**src/rtl/set_assoc_cache.sv**
```systemverilog
// N-way set-associative write-back/write-allocate data cache with true-LRU
// replacement and a handshaked write-back/refill miss FSM.
module set_assoc_cache #(
  parameter int unsigned DATA_WIDTH      = 32,
  parameter int unsigned WORDS_PER_BLOCK = 4,
  parameter int unsigned NUM_SETS        = 4,
  parameter int unsigned NUM_WAYS        = 2
) (
  input  logic                                  clk,
  input  logic                                  rst,
  input  logic                                  rd_en,
  input  logic                                  wr_en,
  input  logic [31:0]                           addr,
  input  logic [DATA_WIDTH-1:0]                 WriteData,
  input  logic [2:0]                            funct3,
  output logic [DATA_WIDTH-1:0]                 cache_read,
  output logic                                  stall,
  output logic                                  mem_req,
  output logic                                  mem_we,
  output logic [31:0]                           mem_addr,
  output logic [WORDS_PER_BLOCK*DATA_WIDTH-1:0] mem_wdata,
  input  logic [WORDS_PER_BLOCK*DATA_WIDTH-1:0] mem_rdata,
  input  logic                                  mem_ready
);

  localparam int unsigned OFF_W  = $clog2(WORDS_PER_BLOCK);
  localparam int unsigned IDX_W  = $clog2(NUM_SETS);
  localparam int unsigned TAG_W  = 32 - 2 - OFF_W - IDX_W;
  localparam int unsigned AGE_W  = $clog2(NUM_WAYS);
  localparam int unsigned LINE_W = WORDS_PER_BLOCK * DATA_WIDTH;
  localparam logic [OFF_W+1:0] ZERO_OFF = '0;
  localparam logic [AGE_W-1:0] AGE_LRU  = AGE_W'(NUM_WAYS - 1);

  typedef enum logic [1:0] {S_IDLE, S_WB, S_FILL} state_e;

  state_e state_q, state_d;
  logic [AGE_W-1:0]  vic_q, vic_d;
  logic              req_q, req_d;
  logic              we_q, we_d;
  logic [31:0]       maddr_q, maddr_d;
  logic [LINE_W-1:0] wdata_q, wdata_d;

  logic              valid_q [NUM_SETS][NUM_WAYS];
  logic              dirty_q [NUM_SETS][NUM_WAYS];
  logic [AGE_W-1:0]  age_q   [NUM_SETS][NUM_WAYS];
  logic [TAG_W-1:0]  tag_q   [NUM_SETS][NUM_WAYS];
  logic [LINE_W-1:0] data_q  [NUM_SETS][NUM_WAYS];

  logic [OFF_W-1:0] off;
  logic [IDX_W-1:0] idx;
  logic [TAG_W-1:0] tag;
  logic             access;

  assign off    = addr[2 +: OFF_W];
  assign idx    = addr[2+OFF_W +: IDX_W];
  assign tag    = addr[31 -: TAG_W];
  assign access = rd_en | wr_en;

  // Tag lookup
  logic             hit;
  logic [AGE_W-1:0] hit_way;
  always_comb begin
    hit     = 1'b0;
    hit_way = '0;
    for (int w = 0; w < NUM_WAYS; w++) begin
      if (valid_q[idx][w] && (tag_q[idx][w] == tag)) begin
        hit     = 1'b1;
        hit_way = AGE_W'(w);
      end
    end
  end

  // Victim: lowest-index invalid way, else the LRU way
  logic             inv_found;
  logic [AGE_W-1:0] vic_way;
  always_comb begin
    inv_found = 1'b0;
    vic_way   = '0;
    for (int w = 0; w < NUM_WAYS; w++) begin
      if (!inv_found && !valid_q[idx][w]) begin
        inv_found = 1'b1;
        vic_way   = AGE_W'(w);
      end
    end
    if (!inv_found) begin
      for (int w = 0; w < NUM_WAYS; w++) begin
        if (age_q[idx][w] == AGE_LRU) vic_way = AGE_W'(w);
      end
    end
  end

  logic [LINE_W-1:0]     hit_line;
  logic [DATA_WIDTH-1:0] hit_word;
  logic [7:0]            ld_byte;
  logic [15:0]           ld_half;

  assign hit_line = data_q[idx][hit_way];
  assign hit_word = hit_line[{off, 5'b00000} +: DATA_WIDTH];
  assign ld_byte  = hit_word[{addr[1:0], 3'b000} +: 8];
  assign ld_half  = hit_word[{addr[1], 4'b0000} +: 16];

  // Load extraction and extension
  always_comb begin
    case (funct3)
      3'b000:  cache_read = {{24{ld_byte[7]}}, ld_byte};
      3'b001:  cache_read = {{16{ld_half[15]}}, ld_half};
      3'b010:  cache_read = hit_word;
      3'b100:  cache_read = {24'd0, ld_byte};
      3'b101:  cache_read = {16'd0, ld_half};
      default: cache_read = '0;
    endcase
  end

  // Store merge into the addressed lanes
  logic [DATA_WIDTH-1:0] st_word;
  logic [LINE_W-1:0]     st_line;
  always_comb begin
    st_word = hit_word;
    case (funct3)
      3'b000:  st_word[{addr[1:0], 3'b000} +: 8] = WriteData[7:0];
      3'b001:  st_word[{addr[1], 4'b0000} +: 16] = WriteData[15:0];
      3'b010:  st_word = WriteData;
      default: st_word = hit_word;
    endcase
    st_line = hit_line;
    st_line[{off, 5'b00000} +: DATA_WIDTH] = st_word;
  end

  // Miss FSM next-state and registered memory-side outputs
  logic hit_upd, store_upd, fill_upd;
  always_comb begin
    state_d   = state_q;
    vic_d     = vic_q;
    req_d     = req_q;
    we_d      = we_q;
    maddr_d   = maddr_q;
    wdata_d   = wdata_q;
    hit_upd   = 1'b0;
    store_upd = 1'b0;
    fill_upd  = 1'b0;
    case (state_q)
      S_IDLE: begin
        if (access) begin
          if (hit) begin
            hit_upd   = 1'b1;
            store_upd = wr_en;
          end else begin
            vic_d = vic_way;
            req_d = 1'b1;
            if (valid_q[idx][vic_way] && dirty_q[idx][vic_way]) begin
              state_d = S_WB;
              we_d    = 1'b1;
              maddr_d = {tag_q[idx][vic_way], idx, ZERO_OFF};
              wdata_d = data_q[idx][vic_way];
            end else begin
              state_d = S_FILL;
              we_d    = 1'b0;
              maddr_d = {tag, idx, ZERO_OFF};
            end
          end
        end
      end
      S_WB: begin
        if (mem_ready) begin
          state_d = S_FILL;
          we_d    = 1'b0;
          maddr_d = {tag, idx, ZERO_OFF};
        end
      end
      S_FILL: begin
        if (mem_ready) begin
          state_d  = S_IDLE;
          req_d    = 1'b0;
          fill_upd = 1'b1;
        end
      end
      default: state_d = S_IDLE;
    endcase
  end

  // LRU ages: accessed way becomes MRU, younger ways age by one
  logic [AGE_W-1:0] acc_way;
  logic [AGE_W-1:0] new_age [NUM_WAYS];
  always_comb begin
    acc_way = fill_upd ? vic_q : hit_way;
    for (int w = 0; w < NUM_WAYS; w++) begin
      if (AGE_W'(w) == acc_way)                  new_age[w] = '0;
      else if (age_q[idx][w] < age_q[idx][acc_way]) new_age[w] = age_q[idx][w] + 1'b1;
      else                                       new_age[w] = age_q[idx][w];
    end
  end

  assign stall = ~rst & ((state_q != S_IDLE) | (access & ~hit));

  assign mem_req   = req_q;
  assign mem_we    = we_q;
  assign mem_addr  = maddr_q;
  assign mem_wdata = wdata_q;

  always_ff @(posedge clk or posedge rst) begin
    if (rst) begin
      state_q <= S_IDLE;
      vic_q   <= '0;
      req_q   <= 1'b0;
      we_q    <= 1'b0;
      maddr_q <= '0;
      wdata_q <= '0;
    end else begin
      state_q <= state_d;
      vic_q   <= vic_d;
      req_q   <= req_d;
      we_q    <= we_d;
      maddr_q <= maddr_d;
      wdata_q <= wdata_d;
    end
  end

  // Line status: valid, dirty, age
  always_ff @(posedge clk or posedge rst) begin
    if (rst) begin
      for (int s = 0; s < NUM_SETS; s++) begin
        for (int w = 0; w < NUM_WAYS; w++) begin
          valid_q[s][w] <= 1'b0;
          dirty_q[s][w] <= 1'b0;
          age_q[s][w]   <= AGE_W'(w);
        end
      end
    end else begin
      if (fill_upd) begin
        valid_q[idx][vic_q] <= 1'b1;
        dirty_q[idx][vic_q] <= 1'b0;
      end
      if (store_upd) dirty_q[idx][hit_way] <= 1'b1;
      if (hit_upd || fill_upd) begin
        for (int w = 0; w < NUM_WAYS; w++) age_q[idx][w] <= new_age[w];
      end
    end
  end

  // Tag and data arrays carry no reset
  always_ff @(posedge clk) begin
    if (fill_upd) begin
      tag_q[idx][vic_q]  <= tag;
      data_q[idx][vic_q] <= mem_rdata;
    end else if (store_upd) begin
      data_q[idx][hit_way] <= st_line;
    end
  end

endmodule

```
**config.mk**
```make
export PLATFORM = sky130hd
export DESIGN_NAME = set_assoc_cache
export DESIGN_NICKNAME = d
export VERILOG_FILES = /design/src/rtl/set_assoc_cache.sv
export SDC_FILE = /design/constraint.sdc
export NUM_CORES = 2
export LEC_CHECK = 0
export BUFFER_PORTS_ARGS = -buffer_cell sky130_fd_sc_hd__clkbuf_2
export CAP_MARGIN = 20
export CORE_MARGIN = 1.5
export CORE_UTILIZATION = 45
export CTS_CLUSTER_DIAMETER = 40
export DETAILED_ROUTE_END_ITERATION = 16
export MAX_ROUTING_LAYER = met4
export PLACE_DENSITY = 0.74
export SYNTH_ARGS = -nofsm -noshare
export SYNTH_HDL_FRONTEND = slang
export SYNTH_SLANG_ARGS = --single-unit
```
**constraint.sdc**
```tcl
create_clock -name clk -period 10.35 [get_ports clk]
set_clock_uncertainty 0.15 [all_clocks]
set_input_delay 0.5175 -clock clk [delete_from_list [all_inputs] [get_ports clk]]
set_output_delay 0.5175 -clock clk [all_outputs]
set_load 0.005 [all_outputs]
```
# Word-level counts from Yosys, hierarchy flattened
# Memories as Yosys holds them, arrays and structs flattened.
# Index checks and enable logic that the tools add are counted.
totals:
  input_bits: 200
  regBits: 189
  mem_count: 2
  ram_bits: 1232
classes:
  bitwise: 271
  reduce_logical: 19
  muxes: 357
  shifts: 9
  n_addsub: 5
  eq_ne: 12
  magnitude_cmp: 10
memory_table:
  columns: ["name", "depth", "word_bits", "read_ports", "rd_ports_with_merged_regs", "write_ports", "line_no", "rtl"]
  rows:
  - ["data_q", 4, 256, 1, 0, 1, "47", "logic [LINE_W-1:0] data_q [NUM_SETS][NUM_WAYS];"]
  - ["tag_q", 4, 52, 1, 0, 1, "46", "logic [TAG_W-1:0] tag_q [NUM_SETS][NUM_WAYS];"]
ops:
  columns: ["operator", "n"]
  rows:
  - ["128-bit 2-to-1 mux", 8]
  - ["256-bit 2-to-1 mux", 2]
  - ["1-bit 2-to-1 mux", 299]
  - ["1-bit OR", 258]
  - ["128-bit demux with 1-bit select", 2]
  - ["32-bit case mux with 5 select lines", 1]
  - ["128-bit bitwise mux", 1]
  - ["32-bit 2-to-1 mux", 4]
  - ["32-bit by 9-bit variable shift with 128-bit output, first input constant", 1]
  - ["128-bit by 8-bit variable part select with 32-bit output", 1]
  - ["32-bit by 9-bit variable part select with 128-bit output", 1]
  - ["26-bit 2-to-1 mux", 4]
  - ["32-bit case mux with 3 select lines", 1]
  - ["32-bit bitwise mux", 2]
  - ["32-bit case mux with 2 select lines", 1]
  - ["26-bit == test", 2]
  - ["52-bit 2-to-1 mux", 1]
  - ["16-bit by 7-bit variable shift with 32-bit output, first input constant", 1]
  - ["8-bit by 7-bit variable shift with 32-bit output, first input constant", 1]
  - ["16-bit by 7-bit variable part select with 32-bit output", 1]
  - ["32-bit by 6-bit variable part select with 16-bit output", 1]
  - ["32-bit by 6-bit variable part select with 8-bit output", 1]
  - ["8-bit by 7-bit variable part select with 32-bit output", 1]
  - ["2-bit 2-to-1 mux", 14]
  - ["other kinds (37)", 74]

# Longest topological paths before layout
logic_depth:
  ltp_word: 19
  mapped_depth: 17

# Worst setup path before layout
# OpenSTA, ideal clock, no wires.
synth_timing:
  kind: "input port to flip-flop"
  from: "input addr[4]"
  to: "memory data_q[0][128] (netlist bit) (enable)"
  setup_time_ns: 0.617
  setup_slack_ns: 1.043
  path_stages: 13
  arrival_time_ns: 8.540
  required_ns: 9.583
  path_cell_list: "buf_6 -> buf_6 -> buf_2 -> mux4_2 -> xnor2_1 -> nand4_1 -> nor4_1 -> nand4_1 -> nor3_1 -> buf_2 -> buf_1 -> a21oi_1 -> nor2_1"
synth_via:
  elab_chain_cells: 14
  word_cells_on_any_way: 25
  classes_between: "order compare (2); eq/ne (2); mux (14); bitwise (3); reduce/logical (3); memory (1)"
synth_lines:
  columns: ["element", "line_no", "rtl"]
  rows:
  - ["start, declared", "13", "input logic [31:0] addr,"]
  - ["parallel branches: the longest is 14 deep, another holds memory 4 x 52 bit", null, null]
  - ["end, declared", "47", null]
# Several ways; the timed one is not identified. The select of a mux whose other input is x is not followed.

# Final worst setup path
layout_timing:
  from: "input addr[5]"
  to: "output cache_read[22]"
layout_via:
  elab_chain_cells: 13
  word_cells_on_any_way: 17
  classes_between: "eq/ne (1); shift (3); mux (8); bitwise (2); reduce/logical (1); memory (2)"
layout_lines:
  columns: ["element", "line_no", "rtl"]
  rows:
  - ["parallel branches: the longest is 7 deep, another holds memory 4 x 52 bit", null, null]
  - ["128-bit 2-to-1 mux (implied by the code) (*) (3 in a row)", "97", "assign hit_line = data_q[idx][hit_way];"]
  - ["128-bit by 8-bit variable part select with 32-bit output (*)", "98", "assign hit_word = hit_line[{off, 5'b00000} +: DATA_WIDTH];"]
  - ["32-bit by 6-bit variable part select with 16-bit output / 32-bit by 6-bit variable part select with 8-bit output (equally long branches)", "100, 99", null]
  - ["32-bit case mux with 5 select lines (*)", "104", "case (funct3)"]
  - ["end, declared", "16", "output logic [DATA_WIDTH-1:0] cache_read,"]
# Mark *: on every way between the ends. The select of a mux whose other input is x is not followed.

==> results_dict.tcl <==
set metrics [dict create \
    wire_per_inst_um 29.7 \
    synth-async-reset-ratio_pct 13.1 \
    die_w_um 379 \
    fin_crit_sh_pct 67.5 \
    die_y_um 379 \
    path_cells "buf_8 -> buf_4 -> mux2_2 -> xor2_1 -> nor4_1 -> o21ba_2 -> and4_2 -> buf_4 -> mux2i_1 -> mux4_2 -> a22oi_2 -> a22oi_2 -> o21ai_1 -> clkbuf_2" \
    clk_pin_slew_ns 0.06 \
    place_congestion 0.970 \
    layout-drive-gt1-share_pct 26.1 \
    slew_viol_final 0 \
    numCtsBuffers 170 \
    htreeDepth 4 \
    overflow 0 \
    slew_headroom_pct 19.7 \
    grt_max_degree 133 \
    layout_min_cycle_time_ns 6.99 \
    yosysWarnings 0 \
    slowest_delay_ns 0.88 \
    cts_root_buffer "clkbuf_16" \
    fin_hold_ws_ns 0.0145 \
    placementRows 137 \
    ys_seq_elements 1417 \
    netlist_area_sq_um 63500 \
    routed_wl_mm 198 \
    pre_cts_ws_ns 2.98 \
    antenna_found_initial 18 \
    post_cts_buffers 0 \
    rsz0062_at_grt "false" \
    critPathSlowestCell "buf_4" \
    drc 0 \
    setup_tns_ns 0 \
    tightest_slew_ns 1.20 \
    synth_top_area_share_pct 58.2 \
    critPathLaunchType "primary input" \
    grt_pass1_wl_mm 283 \
    ys_types 73 \
    cts.sinks 1417 \
    fin_ws_ns 3.36 \
    synth_edf_count 1232 \
    dieArea_sq_um 143000 \
    hold_viol_final 0 \
    synth_flop_cell "edfxtp_1" \
    maxCapViolCount 0 \
    status "finished clean" \
    io_buffers 390 \
    cts_resized 0 \
    clock_path_buffers 3 \
    dp_hpwl_mm 128 \
    max_freq_ghz 0.143 \
    end_kind "output pin" \
    crit_fanout 87 \
    avgSynthCellArea_sq_um 15.1 \
    start_util_pct 45.4 \
    crit_type "in2out" \
    drt-initial-drc-count 5697 \
    seq_area_frac_synth_pct 65.5 \
    power_density_nw_per_um2 197 \
    synthTopCellsByArea "edfxtp_1, mux4_2, dfrtp_1" \
    firstDrtPassIters 8 \
    p_leak_nw 26.7 \
    cp.required_ns 9.68 \
    synthCells 4203 \
    synth.most_common_cell "edfxtp_1" \
    hold_class "in2reg" \
    via_per_inst 6.28 \
    synthTopCellsByCount "edfxtp_1, nand2_1, mux4_2, nor2_1, mux2i_1" \
    nets 4846 \
    grt_usage_pct 28.3 \
    cp.arrival_ns 6.32 \
    finalSetupViolations 0 \
    io_pins 395 \
    grt_pass1_vias 40200 \
    clk-insertion-delay-late_ns 0.81 \
    synth_top_area_cell "edfxtp_1" \
    num_vias 41900 \
    peakVddDrop_uv 140 \
    final_core_util_pct 53.1 \
    area_growth_pct 16.9 \
    ff2ff_setup_slack_ns 4.39 \
    cts_tree "yes" \
    core-area_sq_um 140000 \
    ant_nets 0 \
    ctsHoldBuffers 81 \
]
[cell families after synthesis]
family	count (synthesis)	synth area share (%)
adders and majority gates	10	0.197
other	1	0.00590
xor gates and xnor gates	52	0.717
buffers and inverters	313	2.15
muxes	686	18.1
and+or+nand+nor	896	5.72
DFF	1417	65.5
AOI/OAI and AO/OA	828	7.61
[flip-flops by register name, summed over array words and instances (netlist names)]
| register | flops |
|---|---|
| age_q | 8 |
| data_q | 1024 |
| dirty_q | 8 |
| mem_addr | 28 |
| mem_req | 1 |
| mem_wdata | 128 |
| mem_we | 1 |
| state_q | 2 |
| tag_q | 208 |
| valid_q | 8 |
| vic_q | 1 |
[through the flow]
step	area [sq um]	instances	total power, mW
after floorplan	63500	4206	7.83
after global placement	67400	6253	8.60
after detailed placement	67500	6255	8.63
after CTS	74100	6656	14.7
after global routing	74300	6671	15.0
final	74300	6674	14.7
[layout make-up]
| type | count | area (sq um) |
|---|---|---|
| clock buffer | 203 | 4560 |
| tap | 1876 | 2350 |
| fill | 11100 | 65600 |
| sequential | 1417 | 41600 |
| multi-input combinational | 2476 | 20700 |
| timing repair buffer | 550 | 3610 |
| clock inverter | 117 | 1310 |
| inverter | 21 | 86.3 |
| antenna | 14 | 35.0 |
[power by group]
part	internal, mW	switching (mW)	leakage (nW)
Sequential	6.47	0.0699	13.6
Combinational	0.698	1.35	10.2
Clock	3.51	2.55	2.82
[cell usage in the layout (no fill, tap or decap), types with 12 or more instances in the layout]
cell / count
clkinv_2: 23
mux2_2: 55
o31a_1: 12
dlygate4sd3_1: 81
mux2i_1: 261
inv_6: 20
inv_1: 17
o21ai_0: 235
mux4_2: 361
or2_2: 15
clkinvlp_4: 18
buf_12: 14
dfrtp_1: 181
o22ai_1: 25
nand2_1: 502
xnor2_1: 41
o22a_1: 56
buf_4: 62
diode_2: 14
clkbuf_1: 19
nor3_1: 15
edfxtp_1: 1232
clkinv_1: 15
clkbuf_16: 174
a31oi_1: 43
clkbuf_2: 388
o21ai_1: 118
nor2_1: 270
a21oi_1: 249
nand4_1: 15
[final timing paths]
path,from,to,cells after the start
worst max-delay path,addr[5],cache_read[22],14
worst min-delay path,mem_rdata[79],data_q[3][79],2
worst max register to register,tag_q[3][51],data_q[2][201],12
max in group asynchronous,rst,mem_wdata[79],5
min in group asynchronous,rst,mem_addr[5],3
worst min register to register,valid_q[6],valid_q[6],1
[per-layer routing]
metal | GRT usage (%) | up-vias | share of wire (%)
met3 | 9.23 | 469 | 14
li1 | - | 17300 | -
met5 | - | - | 0
met1 | 36.7 | 21000 | 36
met4 | 10.3 | 0 | 3.9
met2 | 41.7 | 3076 | 46
[worst max-delay path: cells and delay by family]
kind / cells / cell delay [ns]
AO/OA/AOI/OAI: 4 / 1.29
XOR/XNOR: 1 / 0.15
buffers and inverters: 4 / 2.36
multiplexers: 3 / 1.42
AND/OR/NAND/NOR: 2 / 0.48
Power figures use the tool's default switching activity.
